### config.mk
export PLATFORM = sky130hd
export DESIGN_NAME = button_debouncer
export DESIGN_NICKNAME = d
export VERILOG_FILES = /design/src/rtl/button_debouncer.sv
export SDC_FILE = /design/constraint.sdc
export NUM_CORES = 1
export LEC_CHECK = 0
export CAP_MARGIN = 25
export CORE_MARGIN = 1
export CORE_UTILIZATION = 48
export CTS_CLUSTER_DIAMETER = 120
export DETAILED_ROUTE_END_ITERATION = 8
export GPL_TIMING_DRIVEN = 0
export PLACE_DENSITY = 0.71
export REMOVE_ABC_BUFFERS = 1
export SYNTH_ARGS = -nofsm -noshare
export SYNTH_HDL_FRONTEND = slang
export SYNTH_SLANG_ARGS = --single-unit
### constraint.sdc
create_clock -name clock -period 1.45 [get_ports clock]
set_clock_uncertainty 0.1 [all_clocks]
set_input_delay 0.29 -clock clock [delete_from_list [all_inputs] [get_ports clock]]
set_output_delay 0.29 -clock clock [all_outputs]
set_load 0.03 [all_outputs]
### src/rtl/button_debouncer.sv
// button_debouncer: multi-channel push-button debouncer.
// Each channel runs a two-flop synchroniser and a stability counter clocked
// by a shared sample strobe. The debounced level flips only after THRESH
// consecutive strobes disagree with it. A flip emits a one-cycle rise or
// fall pulse.
// Optional feature, enabled by defining DEBOUNCE_STICKY_EN: a per-channel
// sticky "held" flag is set by rise and cleared by clear. When the macro is
// undefined, held is tied to 0 and clear is ignored.

module button_debouncer #(
  parameter int CHANNELS = 2,
  parameter int CNT_W    = 4,
  parameter int THRESH   = 4,
  parameter int TICK_DIV = 1
) (
  input  logic                clock,
  input  logic                reset,
  input  logic [CHANNELS-1:0] raw_in,
  input  logic [CHANNELS-1:0] clear,
  output logic [CHANNELS-1:0] level,
  output logic [CHANNELS-1:0] rise,
  output logic [CHANNELS-1:0] fall,
  output logic [CHANNELS-1:0] held
);

  // The prescaler is at least one bit wide. With TICK_DIV=1 it sits at 0,
  // which equals PRE_LAST, so the strobe stays high.
  localparam int              PRE_W    = (TICK_DIV > 1) ? $clog2(TICK_DIV) : 1;
  localparam logic [PRE_W-1:0] PRE_LAST = PRE_W'(TICK_DIV - 1);
  localparam logic [CNT_W-1:0] CNT_LAST = CNT_W'(THRESH - 1);

  // Reject illegal parameter sets at elaboration.
  if (THRESH < 1 || THRESH > (1 << CNT_W)) begin : g_bad_thresh
    $error("button_debouncer: THRESH must be in 1..2**CNT_W");
  end
  if (TICK_DIV < 1) begin : g_bad_tick_div
    $error("button_debouncer: TICK_DIV must be >= 1");
  end
  if (CHANNELS < 1 || CHANNELS > 16) begin : g_bad_channels
    $error("button_debouncer: CHANNELS must be in 1..16");
  end

  logic [CHANNELS-1:0] s1;
  logic [CHANNELS-1:0] s2;
  logic [PRE_W-1:0]    pre_cnt;
  logic                strobe;

  logic [CNT_W-1:0]    cnt      [CHANNELS];
  logic [CNT_W-1:0]    cnt_next [CHANNELS];
  logic [CHANNELS-1:0] level_next;
  logic [CHANNELS-1:0] rise_next;
  logic [CHANNELS-1:0] fall_next;

  // Two-flop synchroniser that brings the asynchronous pins into the clock domain.
  // NOTE: Sequential state uses non-blocking assignments so that every flop
  // samples pre-edge values. A blocking assignment here would merge s1 and s2
  // into a single stage.
  always_ff @(posedge clock or posedge reset) begin
    if (reset) begin
      s1 <= '0;
      s2 <= '0;
    end else begin
      s1 <= raw_in;
      s2 <= s1;
    end
  end

  // Shared prescaler that counts 0..TICK_DIV-1 and wraps.
  always_ff @(posedge clock or posedge reset) begin
    if (reset) begin
      pre_cnt <= '0;
    end else if (pre_cnt == PRE_LAST) begin
      pre_cnt <= '0;
    end else begin
      pre_cnt <= pre_cnt + PRE_W'(1);
    end
  end

  assign strobe = (pre_cnt == PRE_LAST);

  // Per-channel stability decision: restart on agreement, flip after THRESH disagreements.
  // NOTE: Every signal written here gets its default first. The branches can
  // then leave outputs unassigned without inferring latches.
  always_comb begin
    cnt_next   = cnt;
    level_next = level;
    rise_next  = '0;
    fall_next  = '0;
    if (strobe) begin
      for (int i = 0; i < CHANNELS; i++) begin
        if (s2[i] == level[i]) begin
          cnt_next[i] = '0;
        end else if (cnt[i] == CNT_LAST) begin
          level_next[i] = s2[i];
          cnt_next[i]   = '0;
          rise_next[i]  = s2[i];
          fall_next[i]  = ~s2[i];
        end else begin
          cnt_next[i] = cnt[i] + CNT_W'(1);
        end
      end
    end
  end

  // Register level, pulses and counters so that rise/fall line up with the new level.
  // NOTE: The per-channel counter array is a small register file, not RAM. It
  // is reset explicitly, so a partial count from before reset can never shorten
  // the first debounce after reset.
  always_ff @(posedge clock or posedge reset) begin
    if (reset) begin
      level <= '0;
      rise  <= '0;
      fall  <= '0;
      for (int i = 0; i < CHANNELS; i++) begin
        cnt[i] <= '0;
      end
    end else begin
      level <= level_next;
      rise  <= rise_next;
      fall  <= fall_next;
      cnt   <= cnt_next;
    end
  end

`ifdef DEBOUNCE_STICKY_EN
  // Sticky press flag: set by a visible rise pulse, cleared by clear; set wins.
  always_ff @(posedge clock or posedge reset) begin
    if (reset) begin
      held <= '0;
    end else begin
      held <= (held & ~clear) | rise;
    end
  end
`else
  // No sticky flags are built; clear is deliberately left unused.
  logic unused_clear;
  assign unused_clear = ^clear;
  assign held         = '0;
`endif

endmodule

# After elaboration in Yosys (flattened, before gate mapping)
# Index checks and enable logic that the tools add are counted.
# Widths: inputs -> output; s select.
# totals
elab_cells	38
input_bits	6
regBits	19
# classes
muxes	15
reduce_logical	2
bitwise	5
add_sub_neg	3
n_eq_ne	4
# ops
operator	count
$mux 4	4
$mux 1	9
$add 4x1->4 const B	2
$eq 4x2->1 const B	2
$reduce_and 3->1	2
$not 1->1	5
$mux 2	2
$eq 1x1->1	2
$add 1x1->1 const B	1

# Logic depth before layout (Yosys ltp)
# Gate-level depths: netlist of the first run.
# depth
word_depth	4
ltp_mapped	3
depth_no_buf	3

# Worst setup path after synthesis of the first run
# OpenSTA, ideal clock, no wires.
# synth_path
kind	register to register
startpoint	reg cnt[0] in the netlist's numbering
endpoint	reg level[1]
arrival_time_ps	1131
stages_incl_launch_ff	4
required_ps	1225
setup_ps	125
slack_ps	94
cell_sequence	dfrtp_1 > ha_1 > nor3b_1 > mux2_2
# synth_between
elab_chain_len	2
# synth_lines
element	line_no	rtl
start: declaration	48	logic [CNT_W-1:0] cnt [CHANNELS];
start signal: assignment	121	cnt <= cnt_next;
$eq 4x2->1	93	end else if (cnt[i] == CNT_LAST) begin
$reduce_and 3->1 (no source line)	-	
end signal: assignment	118	level <= level_next;
end: declaration	20	output logic [CHANNELS-1:0] level,
# Every way passes these cells.
# A chain may end at the register's enable or synchronous reset.

# Final worst setup path of the first run
# layout_path
startpoint	reg level[1]
endpoint	out level[1]
# No word-level cell between the ends.

==> impl_metrics.env, run 1 <==
export IMPL_power_total_mw=1.30
export IMPL_clkLatencyLatePin_ps=270
export IMPL_die_area_um2=1690
export IMPL_p_switching_mw=0.424
export IMPL_routabilityCongestion=0.736
export IMPL_grt_use_met2=0.191
export IMPL_viasPerCell=5.36
export IMPL_grt_max_degree=19
export IMPL_use_met3=0.0489
export IMPL_min_path_cells=0
export IMPL_multi_input_comb_area_um2=297
export IMPL_synth_cell_type_count=19
export IMPL_switching_share=0.325
export IMPL_clk_pin_slew_ps=90
export IMPL_drv_cap=0
export IMPL_synth_seq_cells=18
export IMPL_overflow=0
export IMPL_cp_top_family="flip-flops"
export IMPL_maxSlewHeadroom=0.563
export IMPL_vias=429
export IMPL_cp_arrival_ps=1020
export IMPL_seqPwrFrac=0.522
export IMPL_period_minus_slack_ps=1410
export IMPL_numClockSinks=18
export IMPL_grt_busiest_layer="met1"
export IMPL_worst_path_buf_inv=1
export IMPL_rows=13
export IMPL_layout_nets=75
export IMPL_antenna_left=0
export IMPL_path_cells="clkdlybuf4s15_2"
export IMPL_drt_wl_total_um=988
export IMPL_critPathLaunchType="flip-flop"
export IMPL_drc_errors=0
export IMPL_dp_worst_setup_slack_ps=-57.0
export IMPL_grt_util_all_layers=0.142
export IMPL_cts_root_buf="clkbuf_4"
export IMPL_critPathSlowestCell="dfrtp_2"
export IMPL_drt_first_pass_iters=4
export IMPL_synth_top_cell_area_share=0.613
export IMPL_critPathMaxStageDelay_ps=450
export IMPL_drive_above_1_share=0.292
export IMPL_crit_path_max_fanout=5
export IMPL_htreeDepth=1
export IMPL_ioPinCount=14
export IMPL_path_depth=1
export IMPL_status="completed"
export IMPL_utilization=0.641
export IMPL_avgRoutedWirePerCell_um=12.4
export IMPL_cts_tree="built"
export IMPL_drt_iter0_markers=13
export IMPL_start_util=0.538
export IMPL_tns_ps=0
export IMPL_fillers=107
export IMPL_post_cts_setup_buffer_count=0
export IMPL_power_share_combinational=0.300
export IMPL_rr_worst_depth=3
export IMPL_intPower_mw=0.879
export IMPL_cts_buffers=3
export IMPL_gr_usage_met1=0.210
export IMPL_antenna_cells=0
export IMPL_p_leak_nw=0.382
export IMPL_antenna_found_initial=0
export IMPL_synthesis_area_um2=734
export IMPL_crit_type="reg -> out"
export IMPL_cp_end_kind="primary output"
export IMPL_clk_path_buf_depth=2
export IMPL_yosys_top_cells_area="dfrtp_1 (61%), nor3b_2 (6.8%), ha_1 (3.4%)"
export IMPL_hold_class="reg -> reg"
export IMPL_drv_slew=0
export IMPL_postSynthCellCount=54
export IMPL_p_per_area_nw_per_um2=1490
export IMPL_rsz0062_at_grt="false"
export IMPL_ir_worst_vdd_uv=889
export IMPL_hold_violations=0
export IMPL_worstMarginPinSlew_ps=655
export IMPL_grt_pass1_vias=355
export IMPL_yosys_area_top_type="dfrtp_1"
export IMPL_setup_viol=0
export IMPL_p_clk_frac=0.178
export IMPL_timing_fmax_mhz=709
export IMPL_dp_hpwl_um=697
export IMPL_worstPathRequired_ps=1060
export IMPL_grt_pass1_wl_mm=1.53
export IMPL_setup_ws_ps=39.4
export IMPL_portBuffers=9
export IMPL_synth_avg_cell_area_um2=13.6
export IMPL_die_h_um=41.1
export IMPL_ys_warn_count=0
export IMPL_timing_hold_ws_ps=259
export IMPL_yosysSeqAreaShare=0.613
export IMPL_post_route_period_util=0.973
export IMPL_core_area_um2=1370
export IMPL_dieWidth_um=41.1
export IMPL_ff_latch_area_um2=452
export IMPL_area_growth_pct=19.3
## metal layers
metal	wire, µm	part of all wire
met1	547	0.55
met2	390	0.39
met3	49	0.050
met4	0	0
met5	0	0
## sequential cells by signal, indices dropped and copies added, names as in the netlist
signal / count
cnt: 8
fall: 2
level: 2
rise: 2
s1: 2
s2: 2
## power by group through the flow
| stage | Clock (mW) | Sequential, mW | Combinational, mW |
|---|---|---|---|
| 6_report | 0.232 | 0.680 | 0.391 |
| 5_1_grt | 0.269 | 0.689 | 0.443 |
| 4_1_cts | 0.239 | 0.675 | 0.389 |
| 3_5_place_dp | 0 | 0.684 | 0.399 |
| 3_3_place_gp | 0 | 0.678 | 0.393 |
| 2_1_floorplan | 0 | 0.740 | 0.212 |
## cells by family (layout without fill, tap and decap cells)
logic type,Yosys count,after routing,share of synthesized area
other,1,2,0.00511
flip-flops,18,18,0.613
multiplexers,2,2,0.0307
XOR/XNOR,2,2,0.0239
buffers and inverters,3,13,0.0255
AND/OR/NAND/NOR,22,22,0.240
AO/OA/AOI/OAI,4,4,0.0273
adder cells (fa/ha/maj),2,2,0.0341
## cell type report
class	count	area share
clock buffers	3	0.0257
flip-flops and latches	18	0.516
inverters	1	0.00429
well taps	15	0.0214
multi-input cells	34	0.339
repair buffers	9	0.0943
## metrics by stage
step                      area (µm²)  std cells
after floorplan                  723         53
after global placement           832         77
after detailed placement         832         77
after CTS                        862         80
after global routing             876         80
final                            876         80
## worst paths after layout
kind                       endpoint  startpoint  slack, ps
setup reg to reg           level[1]      cnt[0]         60
setup / recovery           level[1]    level[1]         40
max in group asynchronous  level[1]       reset        500
min in group asynchronous     s2[1]       reset        290
hold / removal                s2[1]       s1[1]        260
hold reg to reg               s2[1]       s1[1]        260
## Yosys cell counts
master	number
a21oi_1	4
and4_1	1
and4_2	1
buf_4	2
conb_1	1
dfrtp_1	18
ha_1	2
inv_1	1
mux2_2	2
nand2b_1	2
nand3b_1	2
nor2_1	2
nor2b_1	2
nor3_1	2
nor3b_1	2
nor3b_2	4
nor4_1	2
or3b_4	2
xnor2_1	2
## cell usage in the layout (no fill, tap or decap)
| cell | Yosys | routed |
|---|---|---|
| nand2b_1 | 2 | 2 |
| ha_2 | 0 | 2 |
| or3b_4 | 2 | 2 |
| nor2b_1 | 2 | 2 |
| a21oi_1 | 4 | 4 |
| buf_2 | 0 | 1 |
| nor2_1 | 2 | 2 |
| conb_1 | 1 | 2 |
| nor3b_4 | 0 | 2 |
| xnor2_1 | 2 | 2 |
| dfrtp_2 | 0 | 1 |
| nor4_1 | 2 | 2 |
| clkdlybuf4s15_2 | 0 | 1 |
| dlygate4sd2_1 | 0 | 3 |
| and4_2 | 1 | 1 |
| clkdlybuf4s15_1 | 0 | 1 |
| nor3_1 | 2 | 2 |
| inv_1 | 1 | 1 |
| nand3b_1 | 2 | 2 |
| nor3b_2 | 4 | 4 |
| clkdlybuf4s50_1 | 0 | 3 |
| clkbuf_4 | 0 | 3 |
| mux2_2 | 2 | 2 |
| dfrtp_1 | 18 | 17 |
| and4_1 | 1 | 1 |
## what timing repair did
item | CTS | global route
pin swaps | 0 | 0
endpoints found under the setup margin | 8 | 5
resized for setup | 12 | 8
hold buffers | 0 | 0
Note: power is estimated with default switching activity, not from simulation.
==> run 2: changes to the inputs <==
Settings changed: CORE_ASPECT_RATIO set to 1.1.
==> run 2 against run 1 <==
- highest routed layer is now met4
- cell count up 5.0%
- critical path type unchanged
- largest power group unchanged
- register-to-register slack hardly changed
- first-iteration DRC count down 31%
- setup slack better by 20 ps
- critical endpoint is now rise[1]
- largest cell class unchanged
==> impl_metrics.env, run 2 (synthesized netlist as in run 1, its figures left out) <==
export IMPL_drv_cap=0
export IMPL_hold_class="reg -> reg"
export IMPL_multi_input_comb_area_um2=285
export IMPL_avgRoutedWirePerCell_um=12.4
export IMPL_cp_top_family="flip-flops"
export IMPL_worstPathRequired_ps=1060
export IMPL_cts_root_buf="clkbuf_4"
export IMPL_power_total_mw=1.41
export IMPL_cts_tree="built"
export IMPL_ioPinCount=14
export IMPL_setup_ws_ps=59.0
export IMPL_p_per_area_nw_per_um2=1580
export IMPL_power_share_combinational=0.310
export IMPL_critPathSlowestCell="dfrtp_1"
export IMPL_die_h_um=43.0
export IMPL_drv_slew=0
export IMPL_post_route_period_util=0.959
export IMPL_overflow=0
export IMPL_ir_worst_vdd_uv=691
export IMPL_grt_max_degree=19
export IMPL_dieWidth_um=39.3
export IMPL_timing_fmax_mhz=719
export IMPL_timing_hold_ws_ps=262
export IMPL_worst_path_buf_inv=1
export IMPL_drt_iter0_markers=9
export IMPL_numClockSinks=18
export IMPL_routabilityCongestion=0.731
export IMPL_fillers=112
export IMPL_rr_worst_depth=3
export IMPL_antenna_found_initial=0
export IMPL_min_path_cells=0
export IMPL_p_clk_frac=0.219
export IMPL_htreeDepth=1
export IMPL_path_cells="clkdlybuf4s15_1"
export IMPL_path_depth=1
export IMPL_layout_commonest_cell="dfrtp_1"
export IMPL_crit_type="reg -> out"
export IMPL_antenna_cells=0
export IMPL_period_minus_slack_ps=1390
export IMPL_cts_buffers=3
export IMPL_layout_common_cells="dfrtp_1 (17), nor3b_2 (5), a21oi_1 (4)"
export IMPL_die_area_um2=1690
export IMPL_grt_pass1_vias=466
export IMPL_dpl_cell_area_um2=833
export IMPL_layout_nets=77
export IMPL_setup_viol=0
export IMPL_layout_cells_non_filler=84
export IMPL_drt_wl_total_mm=1.04
export IMPL_clkLatencyLatePin_ps=290
export IMPL_cp_arrival_ps=1000
export IMPL_largest_reg_flops=8
export IMPL_area_growth_pct=21.0
export IMPL_grt_pass1_wl_mm=1.97
export IMPL_intPower_mw=0.958
export IMPL_critPathLaunchType="flip-flop"
export IMPL_viasPerCell=5.35
export IMPL_post_route_cell_area_um2=888
export IMPL_core_area_um2=1400
export IMPL_ff_latch_area_um2=452
export IMPL_p_leak_nw=0.395
export IMPL_maxSlewHeadroom=0.569
export IMPL_seqPwrFrac=0.471
export IMPL_critPathMaxStageDelay_ps=380
export IMPL_rows=14
export IMPL_p_switching_mw=0.447
export IMPL_top_register="cnt"
export IMPL_cts_hold_buf=0
export IMPL_crit_path_max_fanout=1
export IMPL_vias=449
export IMPL_tns_ps=0
export IMPL_start_util=0.524
export IMPL_cp_end_kind="primary output"
export IMPL_portBuffers=9
export IMPL_switching_share=0.318
export IMPL_clk_pin_slew_ps=100
export IMPL_utilization=0.634
export IMPL_drc_errors=0
export IMPL_clk_path_buf_depth=2
export IMPL_dp_worst_setup_slack_ps=-47.0
export IMPL_worstMarginPinSlew_ps=646
export IMPL_grt_util_all_layers=0.181
export IMPL_drive_above_1_share=0.324
export IMPL_drt_first_pass_iters=4
export IMPL_antenna_left=0
export IMPL_dp_hpwl_um=703
export IMPL_numPlacedInstances=78
export IMPL_hold_violations=0
export IMPL_status="completed"
==> run 2: final cells by class <==
cell class                      instances  area share
Multi-Input combinational cell         34       0.321
Clock buffer                            4      0.0408
Inverter                                1     0.00423
Timing Repair Buffer                   11       0.103
Sequential cell                        18       0.508
Tap cell                               16      0.0225
==> run 2: path summary, 6_finish.rpt <==
path / slack (ps) / to / startpoint
setup reg to reg: 60 / level[1] / cnt[0]
min in group asynchronous: 270 / cnt[0] / reset
hold reg to reg: 260 / s2[0] / s1[0]
hold / removal: 260 / s2[0] / s1[0]
max in group asynchronous: 530 / level[1] / reset
setup / recovery: 60 / rise[1] / rise[1]
==> run 2: what timing repair did <==
action                                  in CTS  in global routing
setup buffers                                1                  1
pin swaps                                    0                  0
gates resized for setup                     12                 10
endpoints found under the setup margin       8                  6
==> run 2: power by group through the flow <==
| stage | clock, mW | sequential [mW] | combinational [mW] |
|---|---|---|---|
| after floorplan | 0 | 0.740 | 0.212 |
| after global placement | 0 | 0.677 | 0.392 |
| after detailed placement | 0 | 0.684 | 0.395 |
| after CTS | 0.319 | 0.659 | 0.426 |
| after global routing | 0.344 | 0.680 | 0.488 |
| final | 0.307 | 0.662 | 0.436 |
==> run 2: metal layers <==
metal | vias to the layer above | global-route usage | share of wire
li1 | 217 | - | -
met1 | 211 | 0.229 | 0.48
met2 | 17 | 0.253 | 0.44
met3 | 4 | 0.0628 | 0.042
met4 | 0 | 0.124 | 0.035
met5 | - | 0 | 0
